## src/rtl/calc_dispatch.sv

```systemverilog
`default_nettype none
// ==========================================================================
// calc_dispatch : reads jobs from host RX FIFO, feeds one calc unit, returns results
// Revision 1.0
// ==========================================================================
module calc_dispatch #(
  parameter int RAH_PACKET_WIDTH = 48,
  parameter int NUM_UNITS        = 4,
  parameter int BUF_DEPTH        = 32,
  parameter int TIMEOUT          = 65535
) (
  input  logic                                  clk,
  input  logic                                  rst_n,
  input  logic [RAH_PACKET_WIDTH-1:0]           rx_data,
  input  logic                                  rx_empty,
  output logic                                  rx_rden,
  output logic [RAH_PACKET_WIDTH-1:0]           tx_data,
  output logic                                  tx_wren,
  input  logic                                  tx_full,
  output logic [RAH_PACKET_WIDTH-1:0]           u_a,
  output logic [NUM_UNITS-1:0]                  u_empty,
  input  logic [NUM_UNITS-1:0]                  u_rden,
  input  logic [NUM_UNITS*RAH_PACKET_WIDTH-1:0] u_c,
  input  logic [NUM_UNITS-1:0]                  u_wren,
  output logic                                  busy,
  output logic                                  err_ovf,
  output logic                                  err_tmo
);

  localparam int c_w     = RAH_PACKET_WIDTH;
  localparam int c_cnt_w = $clog2(BUF_DEPTH + 1);
  localparam int c_adr_w = (BUF_DEPTH > 1) ? $clog2(BUF_DEPTH) : 1;
  localparam int c_tmo_w = (TIMEOUT > 1) ? $clog2(TIMEOUT + 1) : 1;

  localparam logic [c_cnt_w-1:0] c_depth    = c_cnt_w'(BUF_DEPTH);
  localparam logic [c_tmo_w-1:0] c_tmo_last = c_tmo_w'(TIMEOUT - 1);
  localparam logic [2:0]         c_units    = 3'(NUM_UNITS);

  typedef enum logic [2:0] {
    ST_IDLE    = 3'd0,
    ST_HDR_RD  = 3'd1,
    ST_OPND_RD = 3'd2,
    ST_ISSUE   = 3'd3,
    ST_COLLECT = 3'd4,
    ST_DRAIN   = 3'd5,
    ST_ERR     = 3'd6
  } state_t;

  state_t               r_state;
  logic [1:0]           r_phase;
  logic                 r_rx_rden;
  logic [7:0]           r_tag;
  logic [1:0]           r_sel;
  logic [c_w-1:0]       r_opnd;
  logic [NUM_UNITS-1:0] r_u_empty;
  logic [c_cnt_w-1:0]   r_count;
  logic [c_cnt_w-1:0]   r_rd_idx;
  logic [c_tmo_w-1:0]   r_tmo;
  logic                 r_wren_prev;
  logic [c_w-1:0]       r_tx_data;
  logic                 r_tx_pend;
  logic                 r_err_ovf;
  logic                 r_err_tmo;
  logic [c_w-1:0]       r_mem [BUF_DEPTH];

  logic [NUM_UNITS-1:0] w_sel_hot;
  logic                 w_sel_ok;
  logic                 w_rden_sel;
  logic                 w_wren_sel;
  logic [c_w-1:0]       w_uc;
  logic [5:0]           w_cnt6;
  logic [c_w-1:0]       w_hdr_word;
  logic [c_w-1:0]       w_err_word;
  logic [c_w-1:0]       w_rd_word;
  logic                 w_tx_accept;
  logic                 w_mem_we;

  for (genvar k = 0; k < NUM_UNITS; k++) begin : g_sel_hot
    assign w_sel_hot[k] = (r_sel == 2'(k));
  end

  always_comb begin
    w_uc = '0;
    for (int k = 0; k < NUM_UNITS; k++) begin
      if (w_sel_hot[k]) w_uc = u_c[k*c_w +: c_w];
    end
  end

  assign w_sel_ok    = ({1'b0, r_sel} < c_units);
  assign w_rden_sel  = |(u_rden & w_sel_hot);
  assign w_wren_sel  = |(u_wren & w_sel_hot);
  assign w_cnt6      = 6'(r_count);
  // Result header: tag on top, count and unit select in the low byte
  assign w_hdr_word  = {r_tag, {(c_w-16){1'b0}}, w_cnt6, r_sel};
  assign w_err_word  = {r_tag, {(c_w-8){1'b1}}};
  assign w_rd_word   = r_mem[r_rd_idx[c_adr_w-1:0]];
  // tx_wren is gated combinationally so it can never coincide with tx_full
  assign w_tx_accept = r_tx_pend & ~tx_full;
  assign w_mem_we    = (r_state == ST_COLLECT) && w_wren_sel && (r_count < c_depth);

  always_ff @(posedge clk) begin
    if (w_mem_we) r_mem[r_count[c_adr_w-1:0]] <= w_uc;
  end

  always_ff @(posedge clk or negedge rst_n) begin
    if (!rst_n) begin
      r_state     <= ST_IDLE;
      r_phase     <= '0;
      r_rx_rden   <= 1'b0;
      r_tag       <= '0;
      r_sel       <= '0;
      r_opnd      <= '0;
      r_u_empty   <= '1;
      r_count     <= '0;
      r_rd_idx    <= '0;
      r_tmo       <= '0;
      r_wren_prev <= 1'b0;
      r_tx_data   <= '0;
      r_tx_pend   <= 1'b0;
      r_err_ovf   <= 1'b0;
      r_err_tmo   <= 1'b0;
    end else begin
      r_rx_rden <= 1'b0;
      case (r_state)
        ST_IDLE: begin
          if (!rx_empty) begin
            r_state   <= ST_HDR_RD;
            r_rx_rden <= 1'b1;
            r_phase   <= 2'd1;
            r_count   <= '0;
          end
        end
        // Phase 1 is the strobe cycle; data is valid in phase 3
        ST_HDR_RD: begin
          if (r_phase == 2'd3) begin
            r_tag   <= rx_data[c_w-1 -: 8];
            r_sel   <= rx_data[1:0];
            r_phase <= 2'd0;
            r_state <= ST_OPND_RD;
          end else begin
            r_phase <= r_phase + 2'd1;
          end
        end
        ST_OPND_RD: begin
          if (r_phase == 2'd0) begin
            if (!rx_empty) begin
              r_rx_rden <= 1'b1;
              r_phase   <= 2'd1;
            end
          end else if (r_phase == 2'd3) begin
            r_opnd  <= rx_data;
            r_phase <= 2'd0;
            if (w_sel_ok) begin
              r_u_empty <= ~w_sel_hot;
              r_state   <= ST_ISSUE;
            end else begin
              r_tx_data <= w_err_word;
              r_tx_pend <= 1'b1;
              r_state   <= ST_ERR;
            end
          end else begin
            r_phase <= r_phase + 2'd1;
          end
        end
        ST_ISSUE: begin
          if (w_rden_sel) begin
            r_u_empty   <= '1;
            r_tmo       <= '0;
            r_wren_prev <= 1'b0;
            r_state     <= ST_COLLECT;
          end
        end
        ST_COLLECT: begin
          r_wren_prev <= w_wren_sel;
          if (w_wren_sel) begin
            r_tmo <= '0;
            if (r_count < c_depth) r_count <= r_count + c_cnt_w'(1);
            else                   r_err_ovf <= 1'b1;
          end else if (r_wren_prev) begin
            r_tx_data <= w_hdr_word;
            r_tx_pend <= 1'b1;
            r_rd_idx  <= '0;
            r_state   <= ST_DRAIN;
          end else if (r_tmo == c_tmo_last) begin
            r_err_tmo <= 1'b1;
            r_tx_data <= w_err_word;
            r_tx_pend <= 1'b1;
            r_state   <= ST_ERR;
          end else begin
            r_tmo <= r_tmo + c_tmo_w'(1);
          end
        end
        ST_DRAIN: begin
          if (w_tx_accept) begin
            if (r_rd_idx < r_count) begin
              r_tx_data <= w_rd_word;
              r_rd_idx  <= r_rd_idx + c_cnt_w'(1);
            end else begin
              r_tx_pend <= 1'b0;
              r_count   <= '0;
              r_state   <= ST_IDLE;
            end
          end
        end
        ST_ERR: begin
          if (w_tx_accept) begin
            r_tx_pend <= 1'b0;
            r_count   <= '0;
            r_state   <= ST_IDLE;
          end
        end
        default: r_state <= ST_IDLE;
      endcase
    end
  end

  assign rx_rden = r_rx_rden;
  assign tx_data = r_tx_data;
  assign tx_wren = w_tx_accept;
  assign u_a     = r_opnd;
  assign u_empty = r_u_empty;
  assign busy    = (r_state != ST_IDLE);
  assign err_ovf = r_err_ovf;
  assign err_tmo = r_err_tmo;

endmodule
`default_nettype wire
```

## config.mk

```make
export PLATFORM = sky130hd
export DESIGN_NAME = calc_dispatch
export DESIGN_NICKNAME = d
export VERILOG_FILES = /design/src/rtl/calc_dispatch.sv
export SDC_FILE = /design/constraint.sdc
export NUM_CORES = 2
export LEC_CHECK = 0
export BUFFER_PORTS_ARGS = -buffer_cell sky130_fd_sc_hd__buf_2
export CORE_UTILIZATION = 40
export CTS_CLUSTER_DIAMETER = 120
export DETAILED_ROUTE_END_ITERATION = 10
export GPL_ROUTABILITY_DRIVEN = 0
export GPL_TIMING_DRIVEN = 0
export PLACE_DENSITY_LB_ADDON = 0.12
export SLEW_MARGIN = 10
export SYNTH_ARGS = -nofsm -noshare
export SYNTH_HDL_FRONTEND = slang
export SYNTH_SLANG_ARGS = --single-unit
```

## constraint.sdc

```tcl
create_clock -name clk -period 9.6 [get_ports clk]
set_clock_uncertainty 0.15 [all_clocks]
set_input_delay 0.48 -clock clk [delete_from_list [all_inputs] [get_ports clk]]
set_output_delay 0.48 -clock clk [all_outputs]
set_load 0.01 [all_outputs]
```

* Word-level counts from Yosys, hierarchy flattened
Memories as Yosys holds them, arrays and structs flattened.
Index checks and enable logic that the tools add are counted.
** Operators by class
- Add/subtract/negate cells :: 4
- Magnitude comparators :: 2
- Eq/ne operators :: 27
- Multiplexer cells :: 61
- Bitwise operators :: 9
- Reductions and logical operators :: 26
** Operators by type and width (count)
- $mux W48 :: 9
- $pmux W48 S2 :: 1
- $mux W16 :: 4
- $mux W6 :: 10
- $mux W3 :: 11
- $pmux W16 S2 :: 1
- $ne A2 B2 Y1 const B :: 12
- $pmux W6 S4 :: 1
- $pmux W3 S7 :: 1
- $add A16 B1 Y16 const B :: 1
- $eq A16 B16 Y1 const B :: 1
- $add A6 B1 Y6 const B :: 2
- $mux W4 :: 3
- $pmux W6 S2 :: 1
- $reduce_and A4 Y1 :: 3
- $mux W1 :: 11
- $reduce_and A10 Y1 :: 1
- $reduce_and A5 Y1 :: 2
- $eq A3 B3 Y1 const B :: 3
- $reduce_bool A3 Y1 :: 3
- $and A4 B4 Y4 :: 2
- $pmux W4 S2 :: 1
- $reduce_or A4 Y1 :: 2
- $reduce_and A7 Y1 :: 1
- other kinds (25) :: 42
** Word-level totals
- Flip-flop bits (word level) :: 148
- Memory bits (writable) :: 1536
- Input port bits :: 252
- Output and inout bits :: 105
- Word-level logic and storage cells :: 145
- Memories :: 1
** Memories
- r_mem :: depth 32, width 48, read ports 1, clocked after memory_dff 0, write ports 1, RTL line 64 : logic [c_w-1:0] r_mem [BUF_DEPTH];

* Longest topological paths before layout
- Depth in word-level cells :: 7
- Gate-level depth with buffers :: 11
- Mapped depth without buffers :: 8

* Worst setup path after synthesis
No wires, ideal clock.
- Path kind :: reg-to-reg
- Start point :: reg r_state[0]
- End point :: mem r_mem[15][0] (netlist bit) (enable)
- Setup time :: 454 ps
- Arrival time :: 3624 ps
- Required time :: 8996 ps
- Setup slack :: 5372 ps
- Cell stages (with the launch flop) :: 6
- Path buffers :: 0
- Period minus slack after synthesis :: 4228 ps
- Path through :: dfrtp_1 nor3b_1 nand2_1 nor2_1 nand2_1 nor2_1
** Between the ends
- Cells in the longest elaborated chain, start to end :: 5
** Ends and longest elaborated chain
- start: declaration :: RTL line 49 : state_t r_state;
- start signal: assignment :: RTL line 107 : r_state <= ST_IDLE;
- start signal: assignment :: RTL line 127 : r_state <= ST_HDR_RD;
- start signal: assignment :: RTL line 139 : r_state <= ST_OPND_RD;
- $eq A3 B3 Y1 :: RTL line 99 : assign w_mem_we = (r_state == ST_COLLECT) && w_wren_sel && (r_count < c_depth);
- $logic_and A1 B1 Y1 (2 in series) :: RTL line 99
- $mux W1 :: RTL line 102 : if (w_mem_we) r_mem[r_count[c_adr_w-1:0]] <= w_uc;
- $mux W1 (implied by the code) :: RTL line 102
- end: declaration :: RTL line 64
Every way passes these cells.

* Final worst setup path
- Start point :: reg r_rd_idx[2]
- End point :: reg r_tx_data[4], in the netlist tx_data[4]
** Between the ends
- Cells in the longest elaborated chain, start to end :: 4
- Elaborated cells between the ends (all ways) :: 7
- Classes of those cells :: order compare: 1; eq/ne: 1; mux: 3; reduce/logical: 1; memory: 1
** Ends and longest elaborated chain
- start: declaration :: RTL line 57 : logic [c_cnt_w-1:0] r_rd_idx;
- start signal: assignment :: RTL line 197 : r_rd_idx <= r_rd_idx + c_cnt_w'(1);
- $mem_v2 Z32 W48
- $mux W48 :: RTL line 195 : if (r_rd_idx < r_count) begin
- $mux W48 :: RTL line 194 : if (w_tx_accept) begin
- $pmux W48 S2 :: RTL line 124 : case (r_state)
- end signal: assignment :: RTL line 157 : r_tx_data <= w_err_word;
- end signal: assignment :: RTL line 186 : r_tx_data <= w_err_word;
- end signal: assignment :: RTL line 196 : r_tx_data <= w_rd_word;
- end: declaration :: RTL line 60 : logic [c_w-1:0] r_tx_data;
Parallel ways exist; a longest one is shown, timed or not. The select of a mux whose other input is x is not followed.
A chain may end at the register's enable or synchronous reset.

==> metrics.csv <==
stage;metric;value;unit
sta;fmax;201.7;MHz
cts;clk_pin_slew;0.06;ns
setup_path;required;10.19;ns
cells_and_area;final_area;78870;um^2
setup_path;cp.arrival;5.55;ns
global_routing;grt_pass1_wl;274900;um
route;drtAntennaViolNets;0;
setup_path;cp_max_fo;10;
cells_and_area;n_fill_cell;13580;
setup_path;cp_cell_sequence;clkbuf_1 > clkinv_1 > nor2_1 > clkbuf_1 > a211oi_1 > a211oi_1 > a21oi_1 > a21oi_1;
power;peakVddDrop;193.1;uV
setup_path;crit_path_max_incr_delay;0.86;ns
setup_path;cpMaxStageDelayCell;clkbuf_1;
run;maxCapViolations;0;
yosys;yosysSeqAreaShare;0.7529;
sta;finalCriticalPeriod;4.958;ns
setup_path;cp-end-kind;flip-flop;
cells_and_area;n_antenna_cell;0;
sta;hold_violations;0;
yosys;ys_ff_latch;1684;
run_status;status;finished, final reports clean;
sta;relSlewSlack;0.05346;
cts;cts_root_buffer;clkbuf_16;
floorplanning;die-area;167100;um^2
floorplanning;fp.coreArea;163500;um^2
placed_design;port_buffers;356;
setup_path;cp-start-kind;flip-flop;
yosys;async_flop_share;0.08789;
yosys;synth_fp_nets;3787;
sta;setup-violations-final;0;
yosys;ys_warn_count;0;
cells_and_area;final-seq-area;49830;um^2
global_routing;grt_usage;0.2336;
floorplanning;die_h;408.8;um
cells_and_area;syn_to_final_growth;19.15;%
route;drtIter0Drc;3935;
yosys;ys_types;59;
floorplanning;rows;148;
setup_path;path_class;flip-flop to flip-flop;
global_routing;grt_pass1_vias;36660;
route;routed_wl;195800;um
cells_and_area;final_common_cell;edfxtp_1;
placed_design;placedInstanceArea;72860;um^2
power;p_leak;25.58;nW
sta;tightest_slew;1.420;ns
route;drtPass1Iterations;5;
placed_design;place_hpwl;132500;um
cts;cts_tree;done;
route;vias;36990;
cts;numCtsBuffers;177;
placed_design;dp.cells;6140;
setup_path;cp_num_buf_inv;3;
route;post_drt_wl_per_cell;30.06;um
worst_hold_path;hp-class;input pin to flip-flop;
cts;post_cts_buffers;0;
cts;clock_latency;0.82;ns
floorplanning;io_pins;357;
floorplanning;initial_core_util;0.4048;
cells_and_area;fin_cells;6514;
route;vias_per_cell;5.678;
yosys;synth_edf_count;1536;
global_routing;gr-total-overflow;0;
sta;rsz0062_at_grt;false;
cells_and_area;final_cell_mix;edfxtp_1, buf_2, mux2i_1, mux4_2, clkbuf_16;
yosys;synth_area;66190;um^2
cts;clock_path_buffers;3;
route;drc_errors;0;
yosys;syn_inst;3520;
global_routing;grt_max_degree;66;
yosys;syn_area_per_cell;18.80;um^2
cts;htreeDepth;4;
cts;clock_sinks;1684;
global_routing;antenna_found_initial;6;
setup_path;cp_top_family;buffers and inverters;
cells_and_area;layout.nets;4463;
cells_and_area;multi_input_area;15590;um^2
cells_and_area;drive_above_1_share;0.2671;
power;power_density;264.9;nW/um^2
cts;ctsResizeCount;0;
floorplanning;die_w;408.8;um
sta;drv_slew;0;
yosys;synth_ff_type;edfxtp_1;
sta;holdWs;0.1385;ns
sta;finalCritPeriodShare;0.5164;
==> cells by family (layout without fill, tap and decap cells) <==
group	Yosys count	after routing	synth area share
flops	1684	1684	0.7529
mux	665	665	0.1544
simple gates	482	482	0.03189
compound gates	446	446	0.04278
buf+inv	228	1047	0.01527
fa+ha+maj	15	15	0.002835
==> final timing paths <==
path / cells past startpoint / startpoint / slack, ns / to
min reg2reg: 1 / err_tmo / 0.33 / err_tmo
min: 5 / tx_full / 0.14 / r_rd_idx[0]
max: 8 / r_rd_idx[2] / 4.64 / tx_data[4]
min in group asynchronous: 3 / rst_n / 0.54 / tx_data[31]
max in group asynchronous: 4 / rst_n / 7.43 / tx_data[33]
max reg2reg: 8 / r_rd_idx[2] / 4.64 / tx_data[4]
==> registers in the layout, summed over array words and instances (netlist names), 3 cells and up <==
register	flops
u_empty	4
r_tmo	16
r_state	3
u_a	48
r_rd_idx	6
r_tag	8
r_mem	1536
r_count	6
tx_data	48
==> power breakdown <==
part	total, mW	internal [mW]	switching (mW)
Clock	6.55	3.70	2.84
Sequential	9.52	9.36	0.160
Combinational	4.82	1.39	3.43
Total	20.9	14.5	6.44
==> worst register-to-register path: stages (launching register included) <==
cell and delay [ns]:
dfrtp_1 0.53, clkbuf_1 0.86, clkinv_1 0.87, nor2_1 0.49, clkbuf_1 0.68, a211oi_1 0.27
a211oi_1 0.64, a21oi_1 0.21, a21oi_1 0.20
==> cell type report <==
class,count,share of cell area
clock buffer,230,0.06037
timing repair buffer,497,0.05353
clock inverter,92,0.009090
inverter,24,0.001142
sequential,1684,0.6319
buffer,204,0.01180
tap,2175,0.03451
multi-input combinational,1608,0.1977
==> cell usage after synthesis (22+ instances only) <==
master / number / area [um^2]
o221ai_1: 31 / 271.5
edfxtp_1: 1536 / 46120
nand3_1: 88 / 440.4
nor2_1: 119 / 446.7
dfrtp_1: 144 / 3603
mux2_2: 50 / 563.0
o21ai_0: 71 / 355.3
mux2i_1: 330 / 3303
nand2_1: 177 / 664.4
a31oi_1: 59 / 369.1
o22ai_1: 129 / 807.0
a21oi_1: 88 / 440.4
mux4_2: 276 / 6216
nor3_1: 67 / 335.3
clkbuf_1: 99 / 371.6
buf_2: 70 / 350.3
inv_1: 22 / 82.58
==> repair_timing <==
item | 4_1_cts | 5_1_grt
endpoints found under the hold margin | 144 | 0
hold buffers | 52 | 0
endpoints found under the setup margin | 0 | 0
==> through the flow <==
| stage | total power, mW | TNS (ns) | utilization | setup slack, ns |
|---|---|---|---|---|
| floorplan | 12.33 | 0 | - | 5.372 |
| global placement | 14.43 | -701.69 | 0.4323 | -0.9798 |
| detailed placement | 14.51 | 0 | 0.4456 | 4.760 |
| CTS | 21.05 | 0 | 0.4823 | 4.745 |
| global route | 21.69 | 0 | 0.4823 | 4.563 |
| finish | 20.89 | 0 | 0.4823 | 4.642 |
==> per-layer routing <==
metal | wire length [um] | vias up | track usage | share of wire
met5 | 11 | - | 0 | 0.000056
met3 | 14490 | 266 | 0.04707 | 0.074
met2 | 92590 | 1539 | 0.3696 | 0.47
met1 | 84690 | 19480 | 0.3307 | 0.43
met4 | 4008 | 2 | 0.05850 | 0.020
li1 | - | 15710 | - | -
Note: power is estimated with default switching activity, not from simulation.
